===== src/rtl/gcd_pkg.sv =====
// gcd_pkg
//   Shared types and helpers for the binary GCD engine.
//   gcd_state_t : controller states of gcd_binary_unit
//   gcd_max_lat : worst-case clock edges from accepted start to done rising
package gcd_pkg;

    typedef enum logic [2:0] {
        IDLE,
        INIT,
        EVEN,
        REDUCE,
        FINISH
    } gcd_state_t;

    function automatic int gcd_max_lat(input int w);
        return 2 * w + 3;
    endfunction

endpackage


===== src/rtl/gcd_cmp_sub.sv =====
// gcd_cmp_sub
//   Combinational compare/subtract slice for the binary GCD reduce step.
//   Ports:
//     x, y     in  WIDTH  unsigned operands
//     gt       out 1      x > y
//     eq       out 1      x == y
//     diff_ab  out WIDTH  x - y (only meaningful when x >= y)
//     diff_ba  out WIDTH  y - x (only meaningful when y >= x)
module gcd_cmp_sub #(
    parameter int WIDTH = 8
) (
    input  logic [WIDTH-1:0] x,
    input  logic [WIDTH-1:0] y,
    output logic             gt,
    output logic             eq,
    output logic [WIDTH-1:0] diff_ab,
    output logic [WIDTH-1:0] diff_ba
);

    assign gt      = (x > y);
    assign eq      = (x == y);
    assign diff_ab = x - y;
    assign diff_ba = y - x;

endmodule


===== src/rtl/gcd_binary_unit.sv =====
// gcd_binary_unit
//   Binary (Stein) GCD engine: shift/compare/subtract only, one job per
//   accepted start, result held until the next accepted start.
//   Ports:
//     clk       in   1      rising-edge clock
//     reset     in   1      synchronous active-high reset
//     start     in   1      job request, taken only in IDLE (busy==0)
//     a, b      in   WIDTH  operands, captured on accepted start
//     busy      out  1      job in progress
//     done      out  1      result valid (level), cleared on next accepted start
//     result    out  WIDTH  gcd(a,b)
//     zero_err  out  1      both operands were zero (result 0)
//     cycles    out  CNT_W  edges from accepted start to done rise
//                           (present only with GCD_CYCLE_COUNT_EN defined)
//   Optional feature macro: GCD_CYCLE_COUNT_EN
//
//   state  | meaning
//   IDLE   | waiting for start, outputs held
//   INIT   | zero-operand and equal-operand shortcuts
//   EVEN   | strip common factors of two into k
//   REDUCE | odd/even reduction until ra == rb
//   FINISH | publish done, drop busy
module gcd_binary_unit
    import gcd_pkg::*;
#(
    parameter int WIDTH = 8
) (
    input  logic             clk,
    input  logic             reset,
    input  logic             start,
    input  logic [WIDTH-1:0] a,
    input  logic [WIDTH-1:0] b,
    output logic             busy,
    output logic             done,
    output logic [WIDTH-1:0] result,
    output logic             zero_err
`ifdef GCD_CYCLE_COUNT_EN
    ,
    output logic [$clog2(2*WIDTH+4)-1:0] cycles
`endif
);

    localparam int K_W = $clog2(WIDTH + 1);

    gcd_state_t       state_q, state_d;
    logic [WIDTH-1:0] ra_q, ra_d;
    logic [WIDTH-1:0] rb_q, rb_d;
    logic [K_W-1:0]   k_q, k_d;
    logic             busy_q, busy_d;
    logic             done_q, done_d;
    logic [WIDTH-1:0] result_q, result_d;
    logic             zero_err_q, zero_err_d;

`ifdef GCD_CYCLE_COUNT_EN
    localparam int CNT_W = $clog2(2 * WIDTH + 4);
    logic [CNT_W-1:0] cnt_q, cnt_d;
    logic [CNT_W-1:0] cycles_q, cycles_d;
`endif

    logic             cmp_gt;
    logic             cmp_eq;
    logic [WIDTH-1:0] diff_ab;
    logic [WIDTH-1:0] diff_ba;

    gcd_cmp_sub #(.WIDTH(WIDTH)) u_cmp (
        .x       (ra_q),
        .y       (rb_q),
        .gt      (cmp_gt),
        .eq      (cmp_eq),
        .diff_ab (diff_ab),
        .diff_ba (diff_ba)
    );

    always_comb begin
        state_d    = state_q;
        ra_d       = ra_q;
        rb_d       = rb_q;
        k_d        = k_q;
        busy_d     = busy_q;
        done_d     = done_q;
        result_d   = result_q;
        zero_err_d = zero_err_q;
`ifdef GCD_CYCLE_COUNT_EN
        cnt_d      = busy_q ? cnt_q + 1'b1 : cnt_q;
        cycles_d   = cycles_q;
`endif

        case (state_q)
            IDLE: begin
                if (start && !busy_q) begin
                    ra_d       = a;
                    rb_d       = b;
                    k_d        = '0;
                    busy_d     = 1'b1;
                    done_d     = 1'b0;
                    zero_err_d = 1'b0;
                    state_d    = INIT;
`ifdef GCD_CYCLE_COUNT_EN
                    cnt_d      = CNT_W'(1);
`endif
                end
            end

            INIT: begin
                // With a zero operand the OR is the other operand (or 0 for 0,0).
                // Equal operands finish immediately so that case stays at
                // minimum latency.
                if (ra_q == '0 || rb_q == '0) begin
                    result_d = ra_q | rb_q;
                    state_d  = FINISH;
                end else if (cmp_eq) begin
                    result_d = ra_q;
                    state_d  = FINISH;
                end else begin
                    state_d  = EVEN;
                end
            end

            EVEN: begin
                if (!ra_q[0] && !rb_q[0]) begin
                    ra_d = ra_q >> 1;
                    rb_d = rb_q >> 1;
                    k_d  = k_q + 1'b1;
                end else begin
                    state_d = REDUCE;
                end
            end

            REDUCE: begin
                // Subtraction only happens with both values odd, so the
                // difference is even and is halved in the same cycle; every
                // action shortens the operands, which bounds the latency.
                if (!ra_q[0]) begin
                    ra_d = ra_q >> 1;
                end else if (!rb_q[0]) begin
                    rb_d = rb_q >> 1;
                end else if (cmp_gt) begin
                    ra_d = diff_ab >> 1;
                end else if (!cmp_eq) begin
                    rb_d = diff_ba >> 1;
                end else begin
                    result_d = ra_q << k_q;
                    state_d  = FINISH;
                end
            end

            FINISH: begin
                // A zero result is only possible when both operands were zero.
                done_d     = 1'b1;
                busy_d     = 1'b0;
                zero_err_d = (result_q == '0);
                state_d    = IDLE;
`ifdef GCD_CYCLE_COUNT_EN
                cycles_d   = cnt_q;
`endif
            end

            default: begin
                state_d = IDLE;
            end
        endcase
    end

    always_ff @(posedge clk) begin
        if (reset) begin
            state_q    <= IDLE;
            ra_q       <= '0;
            rb_q       <= '0;
            k_q        <= '0;
            busy_q     <= 1'b0;
            done_q     <= 1'b0;
            result_q   <= '0;
            zero_err_q <= 1'b0;
`ifdef GCD_CYCLE_COUNT_EN
            cnt_q      <= '0;
            cycles_q   <= '0;
`endif
        end else begin
            state_q    <= state_d;
            ra_q       <= ra_d;
            rb_q       <= rb_d;
            k_q        <= k_d;
            busy_q     <= busy_d;
            done_q     <= done_d;
            result_q   <= result_d;
            zero_err_q <= zero_err_d;
`ifdef GCD_CYCLE_COUNT_EN
            cnt_q      <= cnt_d;
            cycles_q   <= cycles_d;
`endif
        end
    end

    assign busy     = busy_q;
    assign done     = done_q;
    assign result   = result_q;
    assign zero_err = zero_err_q;
`ifdef GCD_CYCLE_COUNT_EN
    assign cycles   = cycles_q;
`endif

endmodule


===== config.mk =====
export PLATFORM = sky130hd
export DESIGN_NAME = gcd_binary_unit
export DESIGN_NICKNAME = d
export VERILOG_FILES = /design/src/rtl/gcd_pkg.sv /design/src/rtl/gcd_cmp_sub.sv /design/src/rtl/gcd_binary_unit.sv
export SDC_FILE = /design/constraint.sdc
export NUM_CORES = 1
export LEC_CHECK = 0
export CAP_MARGIN = 20
export CORE_UTILIZATION = 44
export CTS_CLUSTER_SIZE = 24
export DETAILED_ROUTE_END_ITERATION = 8
export PLACE_DENSITY_LB_ADDON = 0.05
export SLEW_MARGIN = 0
export SYNTH_ARGS = -nofsm -noshare
export SYNTH_HDL_FRONTEND = slang
export SYNTH_SLANG_ARGS = --single-unit

===== constraint.sdc =====
create_clock -name clk -period 2.7 [get_ports clk]
set_input_delay 0.81 -clock clk [delete_from_list [all_inputs] [get_ports clk]]
set_output_delay 0.81 -clock clk [all_outputs]
set_load 0.01 [all_outputs]

==> reports/metrics.csv, run 1 <==
stage,metric,value,unit
route,Initial DRC Count,126,
cells_and_area,nets,463,
floorplan,DIE WIDTH,82.8,um
pwr,Overall Power,0.00554,W
hold_path,HP Class,reg -> reg,
cells_and_area,fraction of layout cells with a size suffix above 1,16.5,%
grt,grt total ovfl,0,
timing,Final setup viols,0,
yosys,share of the synthesized area in the top cell type,23.7,%
route,final wirelength,8130,um
flow_run,maxcap violations,0,
route,Pre-Repair DR Iteration Count,4,
floorplan,Starting Density,45.5,%
grt,largest net degree at the start of global routing,37,
route,post-route ant nets,0,
pwr,Sequential Power Share,15.2,%
route,Vias/cell,5.74,
route,routed vias,2834,
cts,Max Root-Sink Buffers,2,
cts,CTS tree,done,
grt,vias in the first global route,2840,
timing,Worst-Margin Slew,0.569,ns
pwr,VDD IR max,641,uV
timing,maximum clock rate,390,MHz
yosys,Ys Warns,0,
yosys,"area leader, netlist",dfxtp_1,
cts,number of clock sinks,34,
cells_and_area,synthesis-to-finish area growth,26.8,%
setup_path,startpoint types,input pin,
grt,total track usage,24.5,%
setup_path,CP required,2.90,ns
status,status,finished clean,
route,drt drc,0,
floorplan,die height,82.8,um
timing,RSZ-0062 raised after global routing,no,
setup_path,worst-path maximum fanout,5,
cts,H-tree levels,2,
yosys,async set-reset flop share out of synthesis,0,%
floorplan,row count,29,
floorplan,I/O pins,30,
yosys,Syn Nets,407,
floorplan,Core Footprint,0.00631,mm2
timing,"Slew Viols, Final",0,
yosys,number of synthesized flops with an enable pin,0,
yosys,main flop type after synthesis,dfxtp_1,
timing,Final Hold Vio Count,0,
timing,Tcrit/Tclk final,95.1,%
setup_path,critical path class,in -> reg,
yosys,"flops & latches, synth",34,
timing,Worst slew margin,62.0,%
cells_and_area,fin util,57.7,%
timing,Final Skew,0.0102,ns
pwr,Sw Ratio,47.2,%
grt,initial antenna violation count,0,
pwr,Leakage,1.38,nW
yosys,Mapped Cells,361,
pwr,internal power,0.00293,W
grt,first-pass GRT wire length,13500,um
placed_design,Final GP Congestion,0.896,
timing,worst-case hold slack,0.455,ns
placed_design,port bufs,29,
yosys,distinct cell type count after synthesis,56,
pwr,Cell Pwr Density,1520,mW/mm2
yosys,cell area after synthesis,0.00287,mm2
floorplan,die area,0.00686,mm2
route,Routed WL per cell,16.5,um
yosys,Synth area leaders,"dfxtp_1 24%, ha_1 11%, nor2_1 4.4%, nand2_1 4.2%, a221oi_1 4.0%",
cts,Clock Latency Late Sink,0.30,ns
timing,Final WS setup,0.133,ns
setup_path,CP Data Arrival Time,2.77,ns
cts,clk root buf,clkbuf_8,
pwr,Clock Power Share,9.0,%
pwr,Sw Pwr,0.00262,W
cts,clk slew on worst S/H paths,0.07,ns
yosys,syn avg cell area,7.96,um2
placed_design,post-detail-place hpwl,6280,um
cells_and_area,ant diodes,0,
timing,Final min period,2.57,ns
pwr,Gate power share,75.8,%
cts,Num CTS Buffers,5,
setup_path,Setup crit end kind,flop,
yosys,sequential-to-total area share from yosys stat,23.7,%
placed_design,pre-CTS setup slack,-0.165,ns
## final timing paths
path	from	endpoint	slack (ns)	depth (start not counted)
setup / recovery	start	rb_q[6]	0.13	7
hold / removal	done	done	0.45	2
setup reg to reg	rb_q[2]	rb_q[3]	0.17	10
hold reg to reg	done	done	0.45	2
## per-layer routing
metal | wire, um | track usage [%] | part of all wire (%)
met1 | 3620 | 30.1 | 45
met2 | 4100 | 43.4 | 50
met3 | 264 | 3.58 | 3.2
met4 | 149 | 8.46 | 1.8
met5 | 0 | 0 | 0
## power by group through the flow
stage	clock network, W	registers [W]	logic, W
floorplan	0	0.000871	0.00267
finish	0.000498	0.000844	0.00420
CTS	0.000513	0.000843	0.00404
detailed placement	0	0.000855	0.00397
global placement	0	0.000851	0.00395
global route	0.000528	0.000879	0.00464
## cell families after synthesis
kind of cell,synth area share (%)
fa+ha+maj,12.3
compound gates,26.3
mux,4.75
xor+xnor,3.96
flops,23.7
simple gates,21.2
buf+inv,7.84
## flip-flops by register name, summed over array words and instances (netlist names)
| register | flops |
|---|---|
| k_q | 4 |
| ra_q | 8 |
| result | 8 |
| state_q | 3 |
| zero_err | 1 |
| rb_q | 8 |
| done | 1 |
| busy | 1 |
## cells in the final DEF (no fill, tap or decap), types with 8 or more instances in the layout
| cell | instances |
|---|---|
| clkdlybuf4s50_1 | 29 |
| mux2i_1 | 8 |
| nand3_1 | 8 |
| o211ai_1 | 10 |
| buf_4 | 42 |
| nor2_1 | 34 |
| xnor2_1 | 11 |
| ha_1 | 25 |
| nand2_1 | 32 |
| a211oi_1 | 9 |
| dfxtp_1 | 33 |
| a221oi_1 | 13 |
| inv_1 | 28 |
| nor3_1 | 11 |
| a21oi_1 | 18 |
## stage by stage
| step | cells | instance area (um2) | TNS [ns] |
|---|---|---|---|
| after floorplan | 361 | 2870 | 0 |
| after global placement | 484 | 3470 | -0.828 |
| after detailed placement | 484 | 3470 | -1.15 |
| after CTS | 491 | 3600 | 0 |
| after global routing | 494 | 3640 | 0 |
| final | 494 | 3640 | 0 |
## timing repair
action / 4_1_cts / 5_1_grt
hold buffers: 0 / 0
pin swaps: 0 / 2
endpoints found under the hold margin: 0 / 0
setup endpoints to repair: 5 / 19
gates resized for setup: 2 / 6
setup buffers: 0 / 3
## worst max-delay path, cell delays in order
cell	delay (ns)
clkdlybuf4s50_1	0.49
or4b_4	0.50
a21oi_4	0.15
o21ai_2	0.11
a31o_4	0.24
or3_1	0.34
o32ai_1	0.12
## synthesized netlist by cell type (all sizes together) (9+ instances only)
library cell	instances
nor3	12
a21oi	20
xnor2	11
nor4	9
clkbuf	15
a221oi	13
nand2	32
buf	9
o211ai	11
dfxtp	34
ha	25
inv	28
nor2	34
a211oi	9
## cell type report
type | instances | area, um2
Timing Repair Buffer | 73 | 646
Inverter | 28 | 105
Clock buffer | 6 | 82.6
Tap cell | 77 | 96.3
Clock inverter | 1 | 30.0
Sequential cell | 34 | 682
Fill cell | 624 | 2670
Multi-Input combinational cell | 275 | 2000
No activity file was read; power rests on OpenSTA's default activity.
==> run 2: changes to the inputs <==
--- a/config.mk
+++ b/config.mk
@@ -6,8 +6,9 @@
 export NUM_CORES = 1
 export LEC_CHECK = 0
 export CAP_MARGIN = 20
+export CORE_MARGIN = 10
 export CORE_UTILIZATION = 44
-export CTS_CLUSTER_SIZE = 24
+export CTS_CLUSTER_SIZE = 28
 export DETAILED_ROUTE_END_ITERATION = 8
 export PLACE_DENSITY_LB_ADDON = 0.05
 export SLEW_MARGIN = 0
==> constraint.sdc (replaced) <==
create_clock -name clk -period 2.3 [get_ports clk]
set_input_delay 0.69 -clock clk [delete_from_list [all_inputs] [get_ports clk]]
set_output_delay 0.69 -clock clk [all_outputs]
set_load 0.01 [all_outputs]
==> run 2 against run 1 <==
The run now ends with setup timing left. Non-clock buffer count up 39. Global-route usage down 6.9 points. Clock skew grew 0.0034 ns. Final area rose by 17%. Via count increased by 7.9%. Sequential share of layout area shrank 2.3 points. Utilization increased by 9.3 points. First-iteration DRC count increased by 71%. Critical path type is now reg -> reg. Sequential power grew 16%.
==> reports/metrics.csv, run 2 (synthesis gave the netlist of run 1 again) <==
stage,metric,value,unit,change
status,status,"finished, violations left",,
status,failing checks,setup timing,,
route,drt drc,0,,unchanged
cts,H-tree levels,2,,unchanged
cells_and_area,fraction of layout cells with a size suffix above 1,35.2,%,+19 points
setup_path,CP required,2.52,ns,-0.38 ns
floorplan,Starting Density,45.3,%,-0.26 points
floorplan,row count,29,,unchanged
placed_design,pre-CTS setup slack,-0.426,ns,-0.262 ns
floorplan,DIE WIDTH,101,um,+22%
timing,Final WS setup,-0.0102,ns,-0.143 ns
cells_and_area,ant diodes,0,,unchanged
grt,initial antenna violation count,0,,unchanged
pwr,Overall Power,0.00804,W,+45%
placed_design,port bufs,29,,unchanged
placed_design,Final GP Congestion,0.881,,-1.6%
setup_path,startpoint types,flop,,
route,Routed WL per cell,17.3,um,+4.9%
setup_path,Setup crit end kind,flop,,
pwr,Sequential Power Share,12.2,%,-3.0 points
flow_run,maxcap violations,0,,unchanged
setup_path,critical-path cell list,"inv_6, ha_4, fa_2, nor3_4, o31ai_2, a31oi_2, buf_4, and4_4, a222oi_1, a211oi_1",,
setup_path,Critical-path top delay cell,dfxtp_4,,
route,Initial DRC Count,215,,+71%
grt,grt total ovfl,0,,unchanged
pwr,Sw Pwr,0.00373,W,+42%
setup_path,Crit path largest cell delay,0.38,ns,-0.12 ns
timing,maximum clock rate,433,MHz,
grt,total track usage,17.6,%,-6.9 points
cells_and_area,"commonest cells after routing, fill and taps aside","76 x buf_4, 32 x nor2_1, 30 x nand2_1, 28 x clkdlybuf4s50_1, 25 x dfxtp_1",,
floorplan,I/O pins,30,,unchanged
setup_path,CP Data Arrival Time,2.53,ns,-0.24 ns
floorplan,die height,101,um,+22%
route,Vias/cell,5.72,,-0.21%
grt,first-pass GRT wire length,14600,um,+7.6%
route,final wirelength,9220,um,+13%
hold_path,HP Class,reg -> reg,,
cts,clk root buf,clkbuf_8,,
pwr,Sw Ratio,46.4,%,-0.88 points
cells_and_area,storage element area,699,um2,+2.6%
cts,Clock Latency Late Sink,0.30,ns,about the same
timing,Final min period,2.31,ns,
cts,hold_buf cts,0,,unchanged
cts,Num CTS Buffers,5,,unchanged
cells_and_area,nets,502,,+8.4%
pwr,Clock Power Share,6.2,%,-2.8 points
cts,Max Root-Sink Buffers,2,,unchanged
setup_path,critical path class,reg -> reg,,
setup_path,worst-path maximum fanout,6,,+1
grt,vias in the first global route,2980,,+4.9%
cts,CTS tree,done,,
pwr,VDD IR max,950,uV,+48%
floorplan,Core Footprint,0.00635,mm2,+0.57%
cells_and_area,"commonest non-fill, non-tap cell in the layout",buf_4,,
timing,RSZ-0062 raised after global routing,yes,,
route,post-route ant nets,0,,unchanged
timing,Final Skew,0.0136,ns,+0.00343 ns
grt,largest net degree at the start of global routing,37,,unchanged
route,Pre-Repair DR Iteration Count,5,,+1
timing,"Slew Viols, Final",0,,unchanged
timing,worst-case hold slack,0.471,ns,+0.0160 ns
pwr,internal power,0.00431,W,+47%
pwr,Gate power share,81.6,%,+5.8 points
cts,clk slew on worst S/H paths,0.09,ns,+0.02 ns
cells_and_area,fin util,67.0,%,+9.3 points
timing,Final setup viols,3,,+3
placed_design,post-detail-place hpwl,6900,um,+9.9%
pwr,Leakage,1.64,nW,+19%
cells_and_area,multi-input logic area,0.00228,mm2,+14%
cts,number of clock sinks,34,,unchanged
pwr,Cell Pwr Density,1890,mW/mm2,+24%
cells_and_area,# fillers,541,,-13%
timing,Worst-Margin Slew,0.688,ns,+0.119 ns
route,routed vias,3057,,+7.9%
timing,Final Hold Vio Count,0,,unchanged
timing,Worst slew margin,54.1,%,-7.9 points
floorplan,die area,0.0102,mm2,+48%
timing,Tcrit/Tclk final,100,%,
cells_and_area,synthesis-to-finish area growth,48.0,%,
run 2: cell types whose count changed in the layout (fill, tap and decap cells not counted), sizes merged:
| cell | before | now |
|---|---|---|
| buf | 44 | 83 |
| bufinv | 1 | 0 |
| clkdlybuf4s50 | 29 | 28 |
| clkinv | 0 | 1 |
| clkinvlp | 0 | 1 |
| dlygate4sd2 | 0 | 1 |
run 2: stage by stage:
stage	area (um2)	instances	TNS (ns)
3_5_place_dp	3760	518	-7.09
3_3_place_gp	3760	518	-6.04
4_1_cts	4100	532	-0.0258
6_report	4250	534	-0.0241
5_1_grt	4250	534	-1.07
2_1_floorplan	2920	361	-0.192
run 2: cell type report:
| class | count | area share [%] |
|---|---|---|
| clock buffer | 6 | 1.94 |
| tap | 77 | 2.26 |
| timing repair buffer | 112 | 22.8 |
| clock inverter | 2 | 0.294 |
| sequential | 34 | 16.4 |
| inverter | 28 | 2.59 |
| multi-input combinational | 275 | 53.7 |
run 2: path summary, 6_finish.rpt:
kind / cells past startpoint / from / to / slack, ns
setup / recovery: 10 / ra_q[0] / ra_q[1] / -0.01
hold / removal: 2 / zero_err / zero_err / 0.47
setup reg to reg: 10 / ra_q[0] / ra_q[1] / -0.01
hold reg to reg: 2 / zero_err / zero_err / 0.47
run 2: power groups by stage:
stage / Combinational, W / Sequential (W) / Clock, W
detailed placement: 0.00538 / 0.000961 / 0
floorplan: 0.00321 / 0.00103 / 0
finish: 0.00656 / 0.000979 / 0.000499
CTS: 0.00613 / 0.000952 / 0.000500
global route: 0.00710 / 0.00101 / 0.000522
global placement: 0.00533 / 0.000954 / 0
run 2: timing repair:
action | CTS | global route
setup buffers | 6 | 3
resized for setup | 34 | 37
gates cloned | 0 | 0
pin swaps | 19 | 23
endpoints found under the hold margin | 0 | 0
endpoints found under the setup margin | 24 | 23
run 2: critical path, delay by kind of cell (launching register included):
family,cells,cell delay [ns]
flip-flops,1,0.38
adder cells (fa/ha/maj),2,0.53
AO/OA/AOI/OAI,4,0.66
buffers and inverters,2,0.18
AND/OR/NAND/NOR,2,0.47
run 2: metal layers:
metal	up-vias	track usage (%)	part of all wire, %
li1	1517	-	-
met1	1448	21.0	42
met2	78	31.1	51
met3	14	3.36	5.3
met4	0	4.78	1.5
met5	-	0	0
